[src/rtl/playback_sequencer_pkg.sv]
// -----------------------------------------------------------------------------
// playback_pkg
// Shared definitions for the playback sequencer:
//   state_t          - state codes, also driven onto the status LEDs
//   NUM_SONGS_DEF    - default number of selectable songs
//   RST_CYCLES_DEF   - default hold time of reset_player per song change
//   step_song()      - song index increment/decrement with power-of-two wrap
// -----------------------------------------------------------------------------
package playback_pkg;

    typedef enum logic [1:0] {
        ST_PAUSED    = 2'd0,
        ST_PLAYING   = 2'd1,
        ST_RESETTING = 2'd2,
        ST_ILLEGAL   = 2'd3
    } state_t;

    localparam int unsigned NUM_SONGS_DEF  = 4;
    localparam int unsigned RST_CYCLES_DEF = 2;

    // Wrap is done by masking, so the song count must be a power of two.
    function automatic logic [1:0] step_song(input logic [1:0] cur,
                                             input logic       up,
                                             input logic [1:0] mask);
        logic [1:0] nxt;
        nxt = up ? (cur + 2'd1) : (cur - 2'd1);
        return nxt & mask;
    endfunction

endpackage

[src/rtl/playback_sequencer_if.sv]
// -----------------------------------------------------------------------------
// playback_sequencer_if
// Bundles the user/song-reader controls and the sequencer outputs.
//   play_button, next_button, prev_button : one-cycle pulses from the UI
//   auto_advance                          : level, continue on song_done
//   song_done                             : one-cycle pulse from song reader
//   play, song, reset_player, status      : registered sequencer outputs
// Modports:
//   master - the sequencer (drives outputs, samples controls)
//   slave  - the environment (drives controls, samples outputs)
// -----------------------------------------------------------------------------
interface playback_sequencer_if;

    logic       play_button;
    logic       next_button;
    logic       prev_button;
    logic       auto_advance;
    logic       song_done;

    logic       play;
    logic [1:0] song;
    logic       reset_player;
    logic [1:0] status;

    modport master (
        input  play_button, next_button, prev_button, auto_advance, song_done,
        output play, song, reset_player, status
    );

    modport slave (
        output play_button, next_button, prev_button, auto_advance, song_done,
        input  play, song, reset_player, status
    );

endinterface

[src/rtl/playback_sequencer.sv]
// -----------------------------------------------------------------------------
// playback_sequencer
// Play/pause and song-select controller in front of a song reader. Every song
// change passes through RESETTING, which holds reset_player for RST_CYCLES
// cycles and then resumes or pauses depending on the state it was entered from.
//
// Ports:
//   clk    - clock, all logic on posedge
//   reset  - synchronous active-high reset
//   bus    - playback_sequencer_if.master (controls in, registered outputs)
//
// state        | meaning
// -------------+--------------------------------------------------------------
// ST_PAUSED    | idle, play=0, waits for play/next/prev
// ST_PLAYING   | play=1, song reader running
// ST_RESETTING | reset_player=1 for RST_CYCLES cycles, all inputs ignored
// ST_ILLEGAL   | unreachable code, falls back to ST_PAUSED
// -----------------------------------------------------------------------------
module playback_sequencer
    import playback_pkg::*;
#(
    parameter int unsigned NUM_SONGS  = NUM_SONGS_DEF,
    parameter int unsigned RST_CYCLES = RST_CYCLES_DEF
) (
    input  logic                    clk,
    input  logic                    reset,
    playback_sequencer_if.master    bus
);

    localparam logic [1:0] SONG_MASK = 2'(NUM_SONGS - 1);
    // The entry cycle itself counts as the first RESETTING cycle.
    localparam logic [3:0] CNT_LOAD  = 4'(RST_CYCLES - 1);

    state_t     state_q, state_d;
    logic [1:0] song_q,  song_d;
    logic       resume_q, resume_d;
    logic [3:0] cnt_q,   cnt_d;
    logic       play_q,  reset_player_q;

    always_ff @(posedge clk) begin
        if (reset) begin
            state_q        <= ST_PAUSED;
            song_q         <= 2'd0;
            resume_q       <= 1'b0;
            cnt_q          <= 4'd0;
            play_q         <= 1'b0;
            reset_player_q <= 1'b0;
        end else begin
            state_q        <= state_d;
            song_q         <= song_d;
            resume_q       <= resume_d;
            cnt_q          <= cnt_d;
            play_q         <= (state_d == ST_PLAYING);
            reset_player_q <= (state_d == ST_RESETTING);
        end
    end

    always_comb begin
        state_d  = state_q;
        song_d   = song_q;
        resume_d = resume_q;
        cnt_d    = cnt_q;

        case (state_q)
            ST_PAUSED, ST_PLAYING: begin
                if (bus.next_button) begin
                    state_d  = ST_RESETTING;
                    song_d   = step_song(song_q, 1'b1, SONG_MASK);
                    resume_d = (state_q == ST_PLAYING);
                    cnt_d    = CNT_LOAD;
                end else if (bus.prev_button) begin
                    state_d  = ST_RESETTING;
                    song_d   = step_song(song_q, 1'b0, SONG_MASK);
                    resume_d = (state_q == ST_PLAYING);
                    cnt_d    = CNT_LOAD;
                end else if (bus.song_done && state_q == ST_PLAYING) begin
                    // Without auto_advance the same song restarts, paused.
                    state_d  = ST_RESETTING;
                    song_d   = bus.auto_advance ?
                               step_song(song_q, 1'b1, SONG_MASK) : song_q;
                    resume_d = bus.auto_advance;
                    cnt_d    = CNT_LOAD;
                end else if (bus.play_button) begin
                    state_d = (state_q == ST_PLAYING) ? ST_PAUSED : ST_PLAYING;
                end
            end
            ST_RESETTING: begin
                if (cnt_q == 4'd0) begin
                    state_d = resume_q ? ST_PLAYING : ST_PAUSED;
                end else begin
                    cnt_d = cnt_q - 4'd1;
                end
            end
            default: begin
                state_d = ST_PAUSED;
            end
        endcase
    end

    assign bus.play         = play_q;
    assign bus.song         = song_q;
    assign bus.reset_player = reset_player_q;
    assign bus.status       = state_q;

endmodule

[src/flat_wrapper.sv]
// flat-port wrapper written by rule: the top's interface ports become plain ports
module playback_sequencer_flat import playback_pkg::*;
#(
    parameter int unsigned NUM_SONGS  = NUM_SONGS_DEF,
    parameter int unsigned RST_CYCLES = RST_CYCLES_DEF
)
  (clk, reset, bus_play_button, bus_next_button, bus_prev_button, bus_auto_advance, bus_song_done, bus_play, bus_song, bus_reset_player, bus_status);
  playback_sequencer_if bus_i ();
  input  logic clk;
  input  logic reset;
  input wire logic [$bits(bus_i.play_button)-1:0] bus_play_button;
  input wire logic [$bits(bus_i.next_button)-1:0] bus_next_button;
  input wire logic [$bits(bus_i.prev_button)-1:0] bus_prev_button;
  input wire logic [$bits(bus_i.auto_advance)-1:0] bus_auto_advance;
  input wire logic [$bits(bus_i.song_done)-1:0] bus_song_done;
  output wire logic [$bits(bus_i.play)-1:0] bus_play;
  output wire logic [$bits(bus_i.song)-1:0] bus_song;
  output wire logic [$bits(bus_i.reset_player)-1:0] bus_reset_player;
  output wire logic [$bits(bus_i.status)-1:0] bus_status;
  assign bus_i.play_button = bus_play_button;
  assign bus_i.next_button = bus_next_button;
  assign bus_i.prev_button = bus_prev_button;
  assign bus_i.auto_advance = bus_auto_advance;
  assign bus_i.song_done = bus_song_done;
  assign bus_play = bus_i.play;
  assign bus_song = bus_i.song;
  assign bus_reset_player = bus_i.reset_player;
  assign bus_status = bus_i.status;
  playback_sequencer #(.NUM_SONGS(NUM_SONGS), .RST_CYCLES(RST_CYCLES)) u_core (.clk(clk), .reset(reset), .bus(bus_i));
endmodule
[config.mk]
export PLATFORM = sky130hd
export DESIGN_NAME = playback_sequencer_flat
export DESIGN_NICKNAME = d
export VERILOG_FILES = /design/src/rtl/playback_sequencer_pkg.sv /design/src/rtl/playback_sequencer_if.sv /design/src/rtl/playback_sequencer.sv /design/src/flat_wrapper.sv
export SDC_FILE = /design/constraint.sdc
export NUM_CORES = 1
export LEC_CHECK = 0
export BUFFER_PORTS_ARGS = -buffer_cell sky130_fd_sc_hd__buf_2
export CAP_MARGIN = 40
export CORE_UTILIZATION = 28
export CTS_BUF_LIST = sky130_fd_sc_hd__clkbuf_16
export CTS_CLUSTER_DIAMETER = 100
export DETAILED_ROUTE_END_ITERATION = 10
export MAX_ROUTING_LAYER = met4
export PLACE_DENSITY = 0.48
export SYNTH_ARGS = -nofsm -noshare
export SYNTH_HDL_FRONTEND = slang
export SYNTH_SLANG_ARGS = --single-unit
[constraint.sdc]
create_clock -name clk -period 1.6 [get_ports clk]
set_input_delay 0.08 -clock clk [delete_from_list [all_inputs] [get_ports clk]]
set_output_delay 0.08 -clock clk [all_outputs]
set_load 0.01 [all_outputs]
==> results of run 1 <==
==> worst min-delay path by stage <==
stage	to	slack (ns)	cells after the start
after floorplan	u_core.cnt_q[1]	0.19	1
after global placement	u_core.bus.reset_player	0.42	2
after detailed placement	u_core.bus.song[0]	0.42	2
after CTS	u_core.bus.reset_player	0.17	2
after global routing	u_core.bus.status[1]	0.19	2
final	u_core.bus.reset_player	0.17	2
==> state kept, by name, indices dropped and copies added (netlist names) <==
| register | flops |
|---|---|
| u_core.cnt_q | 4 |
| u_core.bus.play | 1 |
| u_core.bus.reset_player | 1 |
| u_core.bus.status | 2 |
| u_core.bus.song | 2 |
| u_core.resume_q | 1 |
==> report_power, final <==
part	internal [mW]	leakage, nW	switching, mW
sequential	0.298	0.0903	0.0169
combinational	0.0637	0.165	0.0726
clock	0.328	0.0423	0.119
total	0.689	0.297	0.208
==> final cells by class <==
type | count | area share
clock buffers | 3 | 0.1064
inverters | 3 | 0.01596
multi-input cells | 46 | 0.4309
repair buffers | 12 | 0.08511
clock inverters | 1 | 0.005319
well taps | 25 | 0.04433
flip-flops and latches | 11 | 0.3121
==> through the flow <==
step	cell area, um^2	std cells	total power [mW]	setup slack, ns	hold slack [ns]
floorplan	540.5	61	0.4163	0.3833	0.1864
global placement	626.9	97	0.4566	0.3395	0.4197
detailed placement	626.9	97	0.4565	0.3116	0.4172
CTS	705.7	101	0.9087	0.3026	0.1727
global route	705.7	101	0.9461	0.1851	0.1868
finish	705.7	101	0.8971	0.2995	0.1677
==> cell families (layout without fill, tap and decap cells) <==
logic type	after synthesis	after routing	synth area share
XOR/XNOR	2	2	0.03241
multiplexers	2	2	0.03704
buffers and inverters	4	19	0.03008
adder cells (fa/ha/maj)	2	2	0.04629
AND/OR/NAND/NOR	28	28	0.2917
AO/OA/AOI/OAI	12	12	0.1551
flip-flops	11	11	0.4074
==> layout by cell type, fill, tap and decap left out, drive strengths merged <==
master  count
nor2        9
inv         4
a21o        1
ha          2
and4        1
nor2b       3
a31o        1
nand4       1
buf        12
o41ai       1
dfxtp      11
nand3b      1
clkbuf      3
xnor2       2
a21boi      1
o21ai       1
nand2       5
nor3        3
nand2b      3
a21oi       7
nand3       1
mux2i       2
nor3b       1
==> routing by layer <==
metal  vias up  global-route usage
li1        240                   -
met1       200              0.1384
met2         8              0.1465
met3         2             0.07143
met4         0             0.05294
met5         -                   -
==> flow_summary.json, run 1 <==
{
  "min_period_over_period": 0.8128,
  "r2r-start": "u_core.cnt_q[0]",
  "top_layer": "met4",
  "cts_tree": "built",
  "avgRoutedWirePerCell_um": 9.535,
  "fmax_mhz": 768.9,
  "syn_avg_cell_area_um2": 8.861,
  "rsz0062_at_grt": "no",
  "crit_buf_inv": 1,
  "clock-root-buffer": "clkbuf_16",
  "drive_gt1_frac": 0.2895,
  "cp_data_required_time_ns": 1.76,
  "drtAntennaViolNets": 0,
  "crit_family": "compound AO/OA/AOI/OAI gates",
  "slew_violations": 0,
  "multi_input_area_um2": 304.0,
  "ctsResizeCount": 0,
  "drc": 0,
  "fp.dieW_um": 45.94,
  "path_cells": "inv_1 -> ha_1 -> nor2b_1 -> a21boi_2 -> a21o_1 -> a21oi_1",
  "wirelength_um": 963,
  "path_depth": 6,
  "cap_violations": 0,
  "grt_pass1_vias": 363,
  "num_vias": 450,
  "synth_top_flop_cell": "dfxtp_1",
  "path_max_fanout": 4,
  "grt_usage": 0.1145,
  "gr-total-overflow": 0,
  "syn_area_um2": 540.5,
  "finalCriticalPeriod_ns": 1.301,
  "p_per_area_nw_per_um2": 1271,
  "yosysSeqAreaShare": 0.4074,
  "critPathLaunchType": "flip-flop",
  "reg2reg_depth": 6,
  "clock_path_buffers": 2,
  "syn2layout_area_growth_pct": 30.56,
  "synth_top_area_cell": "dfxtp_1",
  "rrSetupSlack_ns": 0.30,
  "ctsHoldBuffers": 0,
  "crit_slowest_cell": "dfxtp_1",
  "htreeDepth": 1,
  "status": "finished, final reports clean",
  "dpl.hpwl_um": 690.7,
  "startpoint": "u_core.cnt_q[0]",
  "yosys_warnings": 0,
  "io_pins": 13,
  "dr_wl_met2_um": 432,
  "yosysMostFrequentCell": "dfxtp_1",
  "dr.pass1.iters": 4,
  "worst-setup-path-type": "flip-flop to flip-flop",
  "hold_start": "reset",
  "reg2reg_to": "u_core.cnt_q[0]",
  "start_util": 0.3064,
  "timing.setup.tns_ns": 0,
  "cp.arrival_ns": 1.47,
  "critical_path.endpoint": "u_core.cnt_q[0]",
  "met1Wirelength_um": 468,
  "syn_nets": 70,
  "die_area_um2": 2110,
  "clk_pin_slew_ns": 0.04,
  "ys_ff_latch": 11,
  "ys_top_cells_by_area": "dfxtp_1, nor2_1, a21oi_1",
  "post_cts_buffers": 0,
  "antenna_found_initial": 0,
  "regArea_um2": 220.2,
  "synth_edf_count": 0,
  "die_h_um": 45.94,
  "grt_max_degree": 14,
  "clock_skew_ns": 0.001847,
  "fin_nets": 86,
  "synth_commonest_cells": "dfxtp_1, nor2_1, a21oi_1, nand2_1",
  "grt_pass1_wl_um": 1559,
  "peakVddDrop_v": 0.0008159,
  "cts.sinks": 11,
  "core_area_um2": 1764,
  "end_kind": "flip-flop",
  "ys_types": 26,
  "power.leakage_nw": 0.2975,
  "finalSetupViolCount": 0,
  "slowest_delay_ns": 0.30,
  "io_buffers": 12,
  "numCtsBuffers": 3,
  "slew_headroom": 0.8172,
  "fillers": 183,
  "synth_cells": 61,
  "holdCritPathClass": "primary input to flip-flop",
  "final_core_util": 0.4000,
  "via_per_inst": 4.455,
  "synth_top_area_share": 0.4074,
  "dr_wl_met3_um": 51,
  "drtIter0Drc": 14,
  "async_reset_ff_frac": 0,
  "num_rows": 15,
  "gp_congestion": 0.6867,
  "worstMarginPinSlew_ns": 0.2742,
  "hold_viol": 0,
  "antenna_cells": 0,
  "clk_latency_ns": 0.24
}
Power figures use the tool's default switching activity.
==> run 2, diff against run 1 <==
--- a/config.mk
+++ b/config.mk
@@ -12,7 +12,7 @@
 export CTS_CLUSTER_DIAMETER = 100
 export DETAILED_ROUTE_END_ITERATION = 10
 export MAX_ROUTING_LAYER = met4
-export PLACE_DENSITY = 0.48
+export PLACE_DENSITY = 0.5
 export SYNTH_ARGS = -nofsm -noshare
 export SYNTH_HDL_FRONTEND = slang
 export SYNTH_SLANG_ARGS = --single-unit
==> constraint.sdc (replaced) <==
create_clock -name clk -period 1.11 [get_ports clk]
set_input_delay 0.0555 -clock clk [delete_from_list [all_inputs] [get_ports clk]]
set_output_delay 0.0555 -clock clk [all_outputs]
set_load 0.01 [all_outputs]
==> flow_summary.json, run 2 (synthesized netlist as in run 1, its figures left out) <==
{
  "fillers": 184,
  "grt_usage": 0.1263,
  "crit_buf_inv": 1,
  "final_cells": 107,
  "antenna_found_initial": 0,
  "drtAntennaViolNets": 0,
  "largest_register_ff_count": 4,
  "p_per_area_nw_per_um2": 1684,
  "grt_pass1_vias": 385,
  "final_cell_mix": "buf_2, dfxtp_1, nor2_1",
  "crit_family": "compound AO/OA/AOI/OAI gates",
  "timing.setup.tns_ns": -0.01355,
  "path_cells": "inv_2 -> ha_4 -> nor2b_4 -> a21boi_4 -> a21o_1 -> a21oi_1",
  "clock_path_buffers": 2,
  "syn2layout_area_growth_pct": 50.23,
  "slew_headroom": 0.8399,
  "slew_violations": 0,
  "placed_cell_area_um2": 678.2,
  "fmax_mhz": 890.0,
  "htreeDepth": 1,
  "status": "finished with violations",
  "grt_pass1_wl_um": 1731,
  "min_period_over_period": 1.012,
  "path_max_fanout": 4,
  "core_area_um2": 1764,
  "drtIter0Drc": 14,
  "hold_viol": 0,
  "gr-total-overflow": 0,
  "worst-setup-path-type": "flip-flop to flip-flop",
  "die_h_um": 45.94,
  "mostFrequentLayoutCell": "buf_2",
  "fin_nets": 92,
  "num_vias": 486,
  "violations": "negative setup slack",
  "drive_gt1_frac": 0.4756,
  "layout_setup_ws_ns": -0.01355,
  "cp.arrival_ns": 1.24,
  "cts.sinks": 11,
  "numCtsBuffers": 3,
  "cap_violations": 0,
  "dp.cells": 102,
  "cts_tree": "built",
  "worstMarginPinSlew_ns": 0.2376,
  "gp_congestion": 0.6998,
  "via_per_inst": 4.542,
  "cp_data_required_time_ns": 1.22,
  "finalCriticalPeriod_ns": 1.124,
  "fin_area_um2": 812.0,
  "clock-root-buffer": "clkbuf_16",
  "grt_max_degree": 14,
  "drc": 0,
  "die_area_um2": 2110,
  "start_util": 0.3064,
  "dr.pass1.iters": 3,
  "pre_cts_slack_ns": -0.06069,
  "num_rows": 15,
  "clock_skew_ns": 0.003673,
  "finalSetupViolCount": 1,
  "fp.dieW_um": 45.94,
  "rsz0062_at_grt": "yes",
  "whs_ns": 0.1591,
  "io_buffers": 12,
  "critPathLaunchType": "flip-flop",
  "slowest_delay_ns": 0.32,
  "avgRoutedWirePerCell_um": 10.50,
  "crit_slowest_cell": "dfxtp_2",
  "top_register": "u_core.cnt_q",
  "wirelength_um": 1123,
  "holdCritPathClass": "primary input to flip-flop",
  "end_kind": "flip-flop",
  "peakVddDrop_v": 0.0008645,
  "power.leakage_nw": 0.3443,
  "antenna_cells": 0,
  "clk_pin_slew_ns": 0.04,
  "dpl.hpwl_um": 768.5,
  "io_pins": 13,
  "clk_latency_ns": 0.24,
  "ctsHoldBuffers": 0
}
run 2: through the flow:
step	power [mW]	utilization
global route	1.435	0.4603
finish	1.367	0.4603
CTS	1.360	0.4433
detailed placement	0.6963	0.3844
floorplan	0.6107	-
global placement	0.6960	0.3844
run 2: cell type report:
cell class                      instances  area (um^2)  area share
Clock buffer                            3        75.07     0.09245
Clock inverter                          1        3.754    0.004622
Inverter                                3        11.26     0.01387
Multi-Input combinational cell         46        359.1      0.4422
Sequential cell                        11        226.5      0.2789
Tap cell                               25        31.28     0.03852
Timing Repair Buffer                   18        105.1      0.1294
run 2: repair_timing:
item	4_1_cts	5_1_grt
endpoints found under the setup margin	3	11
resized for setup	4	5
pin swaps	5	7
buffers inserted	0	1
run 2: report_power, final:
part / switching [mW] / leakage [nW] / internal, mW
Sequential: 0.0213 / 0.0914 / 0.429
Clock: 0.168 / 0.0423 / 0.472
Combinational: 0.135 / 0.211 / 0.142
Total: 0.324 / 0.344 / 1.04
run 2: final timing paths:
check / startpoint / slack [ns] / cells after the start / to
setup / recovery: u_core.cnt_q[0] / -0.01 / 6 / u_core.cnt_q[0]
hold / removal: reset / 0.16 / 2 / u_core.bus.song[0]
setup reg to reg: u_core.cnt_q[0] / -0.01 / 6 / u_core.cnt_q[0]
hold reg to reg: u_core.resume_q / 0.48 / 2 / u_core.resume_q
run 2: metal layers:
metal | vias up | GRT usage | share of wire
met5 | - | - | 0
met4 | 0 | 0.1059 | 0.011
met1 | 224 | 0.1527 | 0.49
met3 | 2 | 0.03571 | 0.036
met2 | 9 | 0.1690 | 0.46
li1 | 251 | - | -
==> run 3, diff against run 2 <==
--- a/config.mk
+++ b/config.mk
@@ -13,6 +13,7 @@
 export DETAILED_ROUTE_END_ITERATION = 10
 export MAX_ROUTING_LAYER = met4
 export PLACE_DENSITY = 0.5
+export SETUP_SLACK_MARGIN = 0.1
 export SYNTH_ARGS = -nofsm -noshare
 export SYNTH_HDL_FRONTEND = slang
 export SYNTH_SLANG_ARGS = --single-unit
==> flow_summary.json, run 3 (synthesized netlist as in run 1, its figures left out) <==
{
  "fp.dieW_um": 45.94,
  "whs_ns": 0.1707,
  "syn2layout_area_growth_pct": 62.50,
  "status": "finished with violations",
  "crit_buf_inv": 1,
  "p_per_area_nw_per_um2": 1593,
  "final_cell_mix": "buf_2, nor2_1, buf_4, dfxtp_1, nand2_1",
  "slew_violations": 0,
  "largest_register_ff_count": 4,
  "violations": "negative setup slack",
  "cp_data_required_time_ns": 1.23,
  "path_cells": "inv_4 -> ha_4 -> nor2b_4 -> a21boi_4 -> a21o_1 -> a21oi_1",
  "placed_cell_area_um2": 670.6,
  "grt_pass1_wl_um": 1814,
  "final_cells": 109,
  "path_depth": 6,
  "pre_cts_slack_ns": -0.04472,
  "critPathLaunchType": "flip-flop",
  "finalSetupViolCount": 1,
  "power.leakage_nw": 0.3755,
  "cts.sinks": 11,
  "final_core_util": 0.4979,
  "num_vias": 493,
  "crit_family": "compound AO/OA/AOI/OAI gates",
  "grt_usage": 0.1300,
  "numCtsBuffers": 3,
  "gr-total-overflow": 0,
  "clock_skew_ns": 0.002117,
  "via_per_inst": 4.523,
  "slew_headroom": 0.8015,
  "clock_path_buffers": 2,
  "min_period_over_period": 1.026,
  "worstMarginPinSlew_ns": 0.2946,
  "drive_gt1_frac": 0.5476,
  "grt_max_degree": 14,
  "cts_tree": "built",
  "worst-setup-path-type": "flip-flop to flip-flop",
  "finalPower_mw": 1.399,
  "num_rows": 15,
  "antenna_found_initial": 0,
  "holdCritPathClass": "primary input to flip-flop",
  "reg2reg_depth": 6,
  "fmax_mhz": 877.7,
  "crit_slowest_cell": "dfxtp_2",
  "fin_nets": 94,
  "antenna_cells": 0,
  "grt_pass1_vias": 418,
  "slowest_delay_ns": 0.34,
  "drc": 0,
  "drtIter0Drc": 3,
  "clock-root-buffer": "clkbuf_16",
  "cp.arrival_ns": 1.26,
  "clk_latency_ns": 0.24,
  "ctsHoldBuffers": 0,
  "finalCriticalPeriod_ns": 1.139,
  "dp.cells": 99,
  "timing.setup.tns_ns": -0.02939,
  "die_area_um2": 2110,
  "start_util": 0.3064,
  "layout_setup_ws_ns": -0.02939,
  "fin_area_um2": 878.3,
  "hold_depth": 2,
  "wirelength_um": 1174,
  "mostFrequentLayoutCell": "buf_2",
  "clk_pin_slew_ns": 0.04,
  "top_register": "u_core.cnt_q",
  "die_h_um": 45.94,
  "dpl.hpwl_um": 759.9,
  "path_max_fanout": 4,
  "dr.pass1.iters": 2,
  "io_buffers": 12,
  "end_kind": "flip-flop",
  "peakVddDrop_v": 0.0008093,
  "cap_violations": 0,
  "gp_congestion": 0.7724,
  "drtAntennaViolNets": 0,
  "htreeDepth": 1,
  "core_area_um2": 1764,
  "hold_viol": 0,
  "rsz0062_at_grt": "yes",
  "io_pins": 13,
  "avgRoutedWirePerCell_um": 10.77
}
[run 3: worst paths after layout]
kind,slack (ns),start,end
min reg2reg,0.48,u_core.resume_q,u_core.resume_q
max,-0.03,u_core.cnt_q[0],u_core.cnt_q[0]
max reg2reg,-0.03,u_core.cnt_q[0],u_core.cnt_q[0]
min,0.17,reset,u_core.resume_q
[run 3: worst reg2reg max path: stages, from the launching register on]
cell and delay (ns):
dfxtp_2 0.34, inv_4 0.05, ha_4 0.15, nor2b_4 0.13
a21boi_4 0.18, a21o_1 0.14, a21oi_1 0.04
[run 3: cell type report]
class	count	area, um^2
clock buffers	3	75.07
clock inverters	1	3.754
fillers	188	885.9
inverters	3	16.27
multi-input cells	46	397.9
flip-flops and latches	11	230.2
well taps	25	31.28
repair buffers	20	123.9
[run 3: routing by layer]
metal / GRT usage / vias up / wire [um]
met5: - / - / 0
met3: 0.05952 / 0 / 56
met2: 0.1803 / 11 / 554
met4: 0.05294 / 0 / 0
met1: 0.1608 / 225 / 563
li1: - / 257 / -
[run 3: what timing repair did]
item | CTS | global route
gates resized for setup | 4 | 13
endpoints found under the setup margin | 10 | 11
pin swaps | 2 | 6
setup buffers | 4 | 2
[run 3: where the power goes]
part           total (mW)  internal [mW]  switching [mW]
clock               0.653          0.473           0.180
sequential          0.455          0.429          0.0254
combinational       0.291          0.149           0.143
total                1.40           1.05           0.348
